--- config.mk ---
export PLATFORM = sky130hd
export DESIGN_NAME = edge_updown_counter
export DESIGN_NICKNAME = d
export VERILOG_FILES = /design/src/rtl/edge_updown_counter_pkg.sv /design/src/rtl/edge_updown_counter_edge_detector.sv /design/src/rtl/edge_updown_counter.sv
export SDC_FILE = /design/constraint.sdc
export NUM_CORES = 1
export LEC_CHECK = 0
export CAP_MARGIN = 10
export CORE_MARGIN = 1.5
export CORE_UTILIZATION = 41
export CTS_BUF_LIST = sky130_fd_sc_hd__clkbuf_8
export DETAILED_ROUTE_END_ITERATION = 10
export PLACE_DENSITY_LB_ADDON = 0.1
export SLEW_MARGIN = 0
export SYNTH_ARGS = -nofsm -noshare
export SYNTH_HDL_FRONTEND = slang
export SYNTH_SLANG_ARGS = --single-unit
--- constraint.sdc ---
create_clock -name clk -period 1 [get_ports clk]
set_input_delay 0.15 -clock clk [delete_from_list [all_inputs] [get_ports clk]]
set_output_delay 0.15 -clock clk [all_outputs]
set_load 0.1 [all_outputs]
--- src/rtl/edge_updown_counter_pkg.sv ---
// edge_updown_counter_pkg: default constants shared by the up/down level counter and its button front ends.
package edge_updown_counter_pkg;
    localparam int SYNC_STAGES = 2;
    localparam int DEBOUNCE    = 4;
    localparam int LEVEL_W     = 2;
    localparam int LEVEL_MAX   = (1 << LEVEL_W) - 1;
endpackage

--- src/rtl/edge_updown_counter_edge_detector.sv ---
// edge_detector: synchronizes and debounces one raw button, emitting a one-clk pulse per qualified press.
module edge_detector #(
    parameter int SYNC_STAGES = edge_updown_counter_pkg::SYNC_STAGES,
    parameter int DEBOUNCE    = edge_updown_counter_pkg::DEBOUNCE
) (
    input  logic clk,
    input  logic rst_n,
    input  logic btn,
    output logic pulse
);
    logic [SYNC_STAGES-1:0] sync;
    logic [SYNC_STAGES-1:0] fill;
    logic synced;
    logic filt;
    logic prev;
    logic armed;

    assign synced = sync[SYNC_STAGES-1];

    always_ff @(posedge clk or negedge rst_n) begin
        if (!rst_n) begin
            sync <= '0;
            fill <= '0;
        end else begin
            sync <= {sync[SYNC_STAGES-2:0], btn};
            fill <= {fill[SYNC_STAGES-2:0], 1'b1};
        end
    end

    generate
        if (DEBOUNCE == 0) begin : g_nodb
            assign filt = synced;
        end else begin : g_db
            localparam int CW = DEBOUNCE > 1 ? $clog2(DEBOUNCE) : 1;
            logic [CW-1:0] cnt;
            logic filt_q;
            always_ff @(posedge clk or negedge rst_n) begin
                if (!rst_n) begin
                    cnt    <= '0;
                    filt_q <= 1'b0;
                end else if (synced == filt_q) begin
                    cnt <= '0;
                end else if (cnt == CW'(DEBOUNCE - 1)) begin
                    cnt    <= '0;
                    filt_q <= synced;
                end else begin
                    cnt <= cnt + 1'b1;
                end
            end
            assign filt = filt_q;
        end
    endgenerate

    // A button held through reset must be seen released (once real data fills the synchronizer) before it may pulse.
    always_ff @(posedge clk or negedge rst_n) begin
        if (!rst_n) begin
            prev  <= 1'b0;
            armed <= 1'b0;
            pulse <= 1'b0;
        end else begin
            prev  <= filt;
            armed <= armed | (fill[SYNC_STAGES-1] & ~synced);
            pulse <= filt & ~prev & armed;
        end
    end
endmodule

--- src/rtl/edge_updown_counter.sv ---
// edge_updown_counter: two debounced buttons step a saturating level up or down.
module edge_updown_counter #(
    parameter int SYNC_STAGES = edge_updown_counter_pkg::SYNC_STAGES,
    parameter int DEBOUNCE    = edge_updown_counter_pkg::DEBOUNCE,
    parameter int LEVEL_W     = edge_updown_counter_pkg::LEVEL_W
) (
    input  logic               clk,
    input  logic               btnC,
    input  logic               btnU,
    input  logic               btnD,
    output logic               up,
    output logic               down,
    output logic [LEVEL_W-1:0] level
);
    localparam logic [LEVEL_W-1:0] MAX = '1;

    edge_detector #(.SYNC_STAGES(SYNC_STAGES), .DEBOUNCE(DEBOUNCE)) u_up (
        .clk(clk), .rst_n(btnC), .btn(btnU), .pulse(up)
    );

    edge_detector #(.SYNC_STAGES(SYNC_STAGES), .DEBOUNCE(DEBOUNCE)) u_down (
        .clk(clk), .rst_n(btnC), .btn(btnD), .pulse(down)
    );

    always_ff @(posedge clk or negedge btnC) begin
        if (!btnC) begin
            level <= '0;
        end else if (up && !down && level != MAX) begin
            level <= level + 1'b1;
        end else if (down && !up && level != '0) begin
            level <= level - 1'b1;
        end
    end
endmodule

==> results_dict.tcl <==
set metrics [dict create \
    remaining_drc_errors 0 \
    ant_nets 0 \
    path_delay_family "flip-flops" \
    rows 14 \
    finalWirelength_mm 1.04 \
    post-route-cell-area_um2 1000 \
    fillers 115 \
    io_buffer_count 7 \
    yosysTopAreaCellShare_pct 73.1 \
    cp_cell_sequence "buf_12" \
    synth_area_leaders "dfrtp_1 (73%), ha_1 (3.7%), mux2_2 (3.3%)" \
    synth_nets 54 \
    synth_top_cell_by_area "dfrtp_1" \
    track_usage_pct 13.7 \
    routabilityCongestion 0.667 \
    die_h_um 43.9 \
    crit_buf_inv 1 \
    path_max_fanout 5 \
    startpoint_type "flop" \
    cts.clk_slew.worst_paths_ns 0.07 \
    cts_buffers 3 \
    first_pass_iters 1 \
    ctsHoldBuffers 0 \
    grt_max_degree 21 \
    drv_slew 0 \
    netlist_instances 48 \
    start_util_pct 44.4 \
    yosysWarnings 0 \
    drt-initial-drc-count 0 \
    timing.fmax_ghz 0.910 \
    cts_tree "yes" \
    finalWorstSetupSlack_ns -0.0993 \
    period_minus_slack_ns 1.10 \
    clock_path_buffers 2 \
    critPathSlowestCell "dfrtp_4" \
    diodes 0 \
    grt_overflow 0 \
    clock_skew_ns 0.000745 \
    crit_path_end_kind "output pin" \
    path_class "flop to output pin" \
    rsz0062_at_grt "true" \
    grt_pass1_vias 439 \
    dpl-instance-area_um2 847 \
    antenna_found_initial 0 \
    die_area_um2 1920 \
    via_count 399 \
    cts-root-buf "clkbuf_8" \
    final_nets 72 \
    worst_ep_arrival_time_ns 0.95 \
    hp-class "input pin to asynchronous set/reset pin" \
    cp.depth 1 \
    critical_path_required_ns 0.85 \
    grt_pass1_wl_mm 1.85 \
    syn_area_per_cell_um2 14.3 \
    hpwl_um 702 \
    ys_seq_area_share_pct 73.1 \
    min_period_over_period_pct 110 \
    max_cap_viol_count 0 \
    via_per_inst 4.93 \
    cpPeakStageDelay_ns 0.52 \
    synth_cell_type_count 17 \
    io_pins 8 \
    final_hold_viol_count 0 \
    synthesis.area_um2 684 \
    die_w_um 43.9 \
    ys_seq_elements 20 \
    reg2reg_depth 3 \
    syn2layout_area_growth_pct 46.8 \
    outcome "finished, violations left" \
    cts.sink_count 20 \
    violations "negative setup slack" \
    clock_latency_ns 0.25 \
    post_drt_wl_per_cell_um 12.9 \
    cts.htree.levels 1 \
    setup_viol_count_final 5 \
    coreArea_um2 1540 \
    drive_gt1_share_pct 38.5 \
]
-- cells in the mapped netlist --
library cell and instances:
nand3b_1 1, dfrtp_1 20, a21oi_1 2, ha_1 2, o21ai_0 2, xnor2_1 2
nand2b_1 1, nand2_1 2, conb_1 1, xor2_1 1, nor2_1 2, nor3_1 3
a211oi_1 1, a21o_1 2, mux2_2 2, inv_1 2, nor2b_1 2
-- layout by cell type (no fill, tap or decap), types with 2 or more instances in the layout --
| cell type | instances |
|---|---|
| dfrtp_1 | 16 |
| buf_12 | 5 |
| clkbuf_8 | 3 |
| clkdlybuf4s50_1 | 3 |
| dfrtp_4 | 3 |
| buf_4 | 3 |
| xnor2_1 | 2 |
| nor3_1 | 2 |
| inv_1 | 2 |
| a21o_1 | 2 |
| nand2_1 | 2 |
| nor2_1 | 2 |
| nor2b_1 | 2 |
| mux2_4 | 2 |
| buf_6 | 2 |
-- worst paths after layout --
path	endpoint	start	slack, ns
setup / recovery	up	u_up.pulse$_DFF_PN0_	-0.1
hold / removal	u_up.prev$_DFF_PN0_	btnC	0.23
setup reg to reg	level[0]$_DFFE_PN0P_	u_up.pulse$_DFF_PN0_	0
hold reg to reg	u_up.sync[1]$_DFF_PN0_	u_up.sync[0]$_DFF_PN0_	0.36
max in group asynchronous	u_up.pulse$_DFF_PN0_	btnC	0.63
min in group clk	u_up.sync[0]$_DFF_PN0_	btnU	0.34
-- timing repair --
action                     CTS  global route
setup endpoints to repair    6             8
gates resized for setup      5             8
pin swaps                    0             3
setup buffers                4             1
-- worst register-to-register path, cell delays in order (launching register included) --
cell      delay, ns
dfrtp_4        0.52
buf_4          0.17
nor3_4         0.14
a211oi_1       0.06
-- final cells by class --
class | instances | area [um^2] | share of cell area, %
Clock buffer | 3 | 41.3 | 4.11
Clock inverter | 1 | 30.0 | 2.99
Inverter | 2 | 7.51 | 0.747
Multi-Input combinational cell | 26 | 218 | 21.7
Sequential cell | 20 | 513 | 51.1
Tap cell | 16 | 20.0 | 1.99
Timing Repair Buffer | 13 | 175 | 17.4
-- metrics by stage --
step / cells / TNS [ns] / setup WS, ns / hold slack, ns / util, %
2_1_floorplan: 48 / -0.157 / -0.141 / -0.146 / -
5_1_grt: 81 / -0.485 / -0.118 / 0.246 / 65.2
4_1_cts: 80 / -0.302 / -0.0990 / 0.228 / 62.3
3_5_place_dp: 72 / 0 / 0.00601 / 0.343 / 55.0
6_report: 81 / -0.296 / -0.0993 / 0.230 / 65.2
3_3_place_gp: 72 / 0 / 0.0330 / 0.332 / 55.0
-- sequential cells by signal, summed over array words and instances, names as in the netlist, 2 cells and up --
register / count
level: 2
u_up.g_db.cnt: 2
u_down.g_db.cnt: 2
u_up.sync: 2
u_down.sync: 2
-- layer usage --
metal | vias to the layer above | GRT usage (%) | routed length (um)
met5 | - | 0 | 0
met4 | 0 | 9.09 | 0
met3 | 0 | 2.92 | 45
met2 | 8 | 22.9 | 567
met1 | 199 | 15.5 | 431
li1 | 192 | - | -
-- logic make-up after synthesis --
kind of cell               share of synthesized area [%]
xor gates and xnor gates                            3.84
muxes                                               3.29
DFF                                                 73.1
AOI/OAI and AO/OA                                   6.22
other                                              0.548
buffers and inverters                               1.10
adders and majority gates                           3.66
and+or+nand+nor                                     8.23
Power is not shown: default switching activity piles up to over one toggle a cycle in this logic, so the estimate is an artifact.
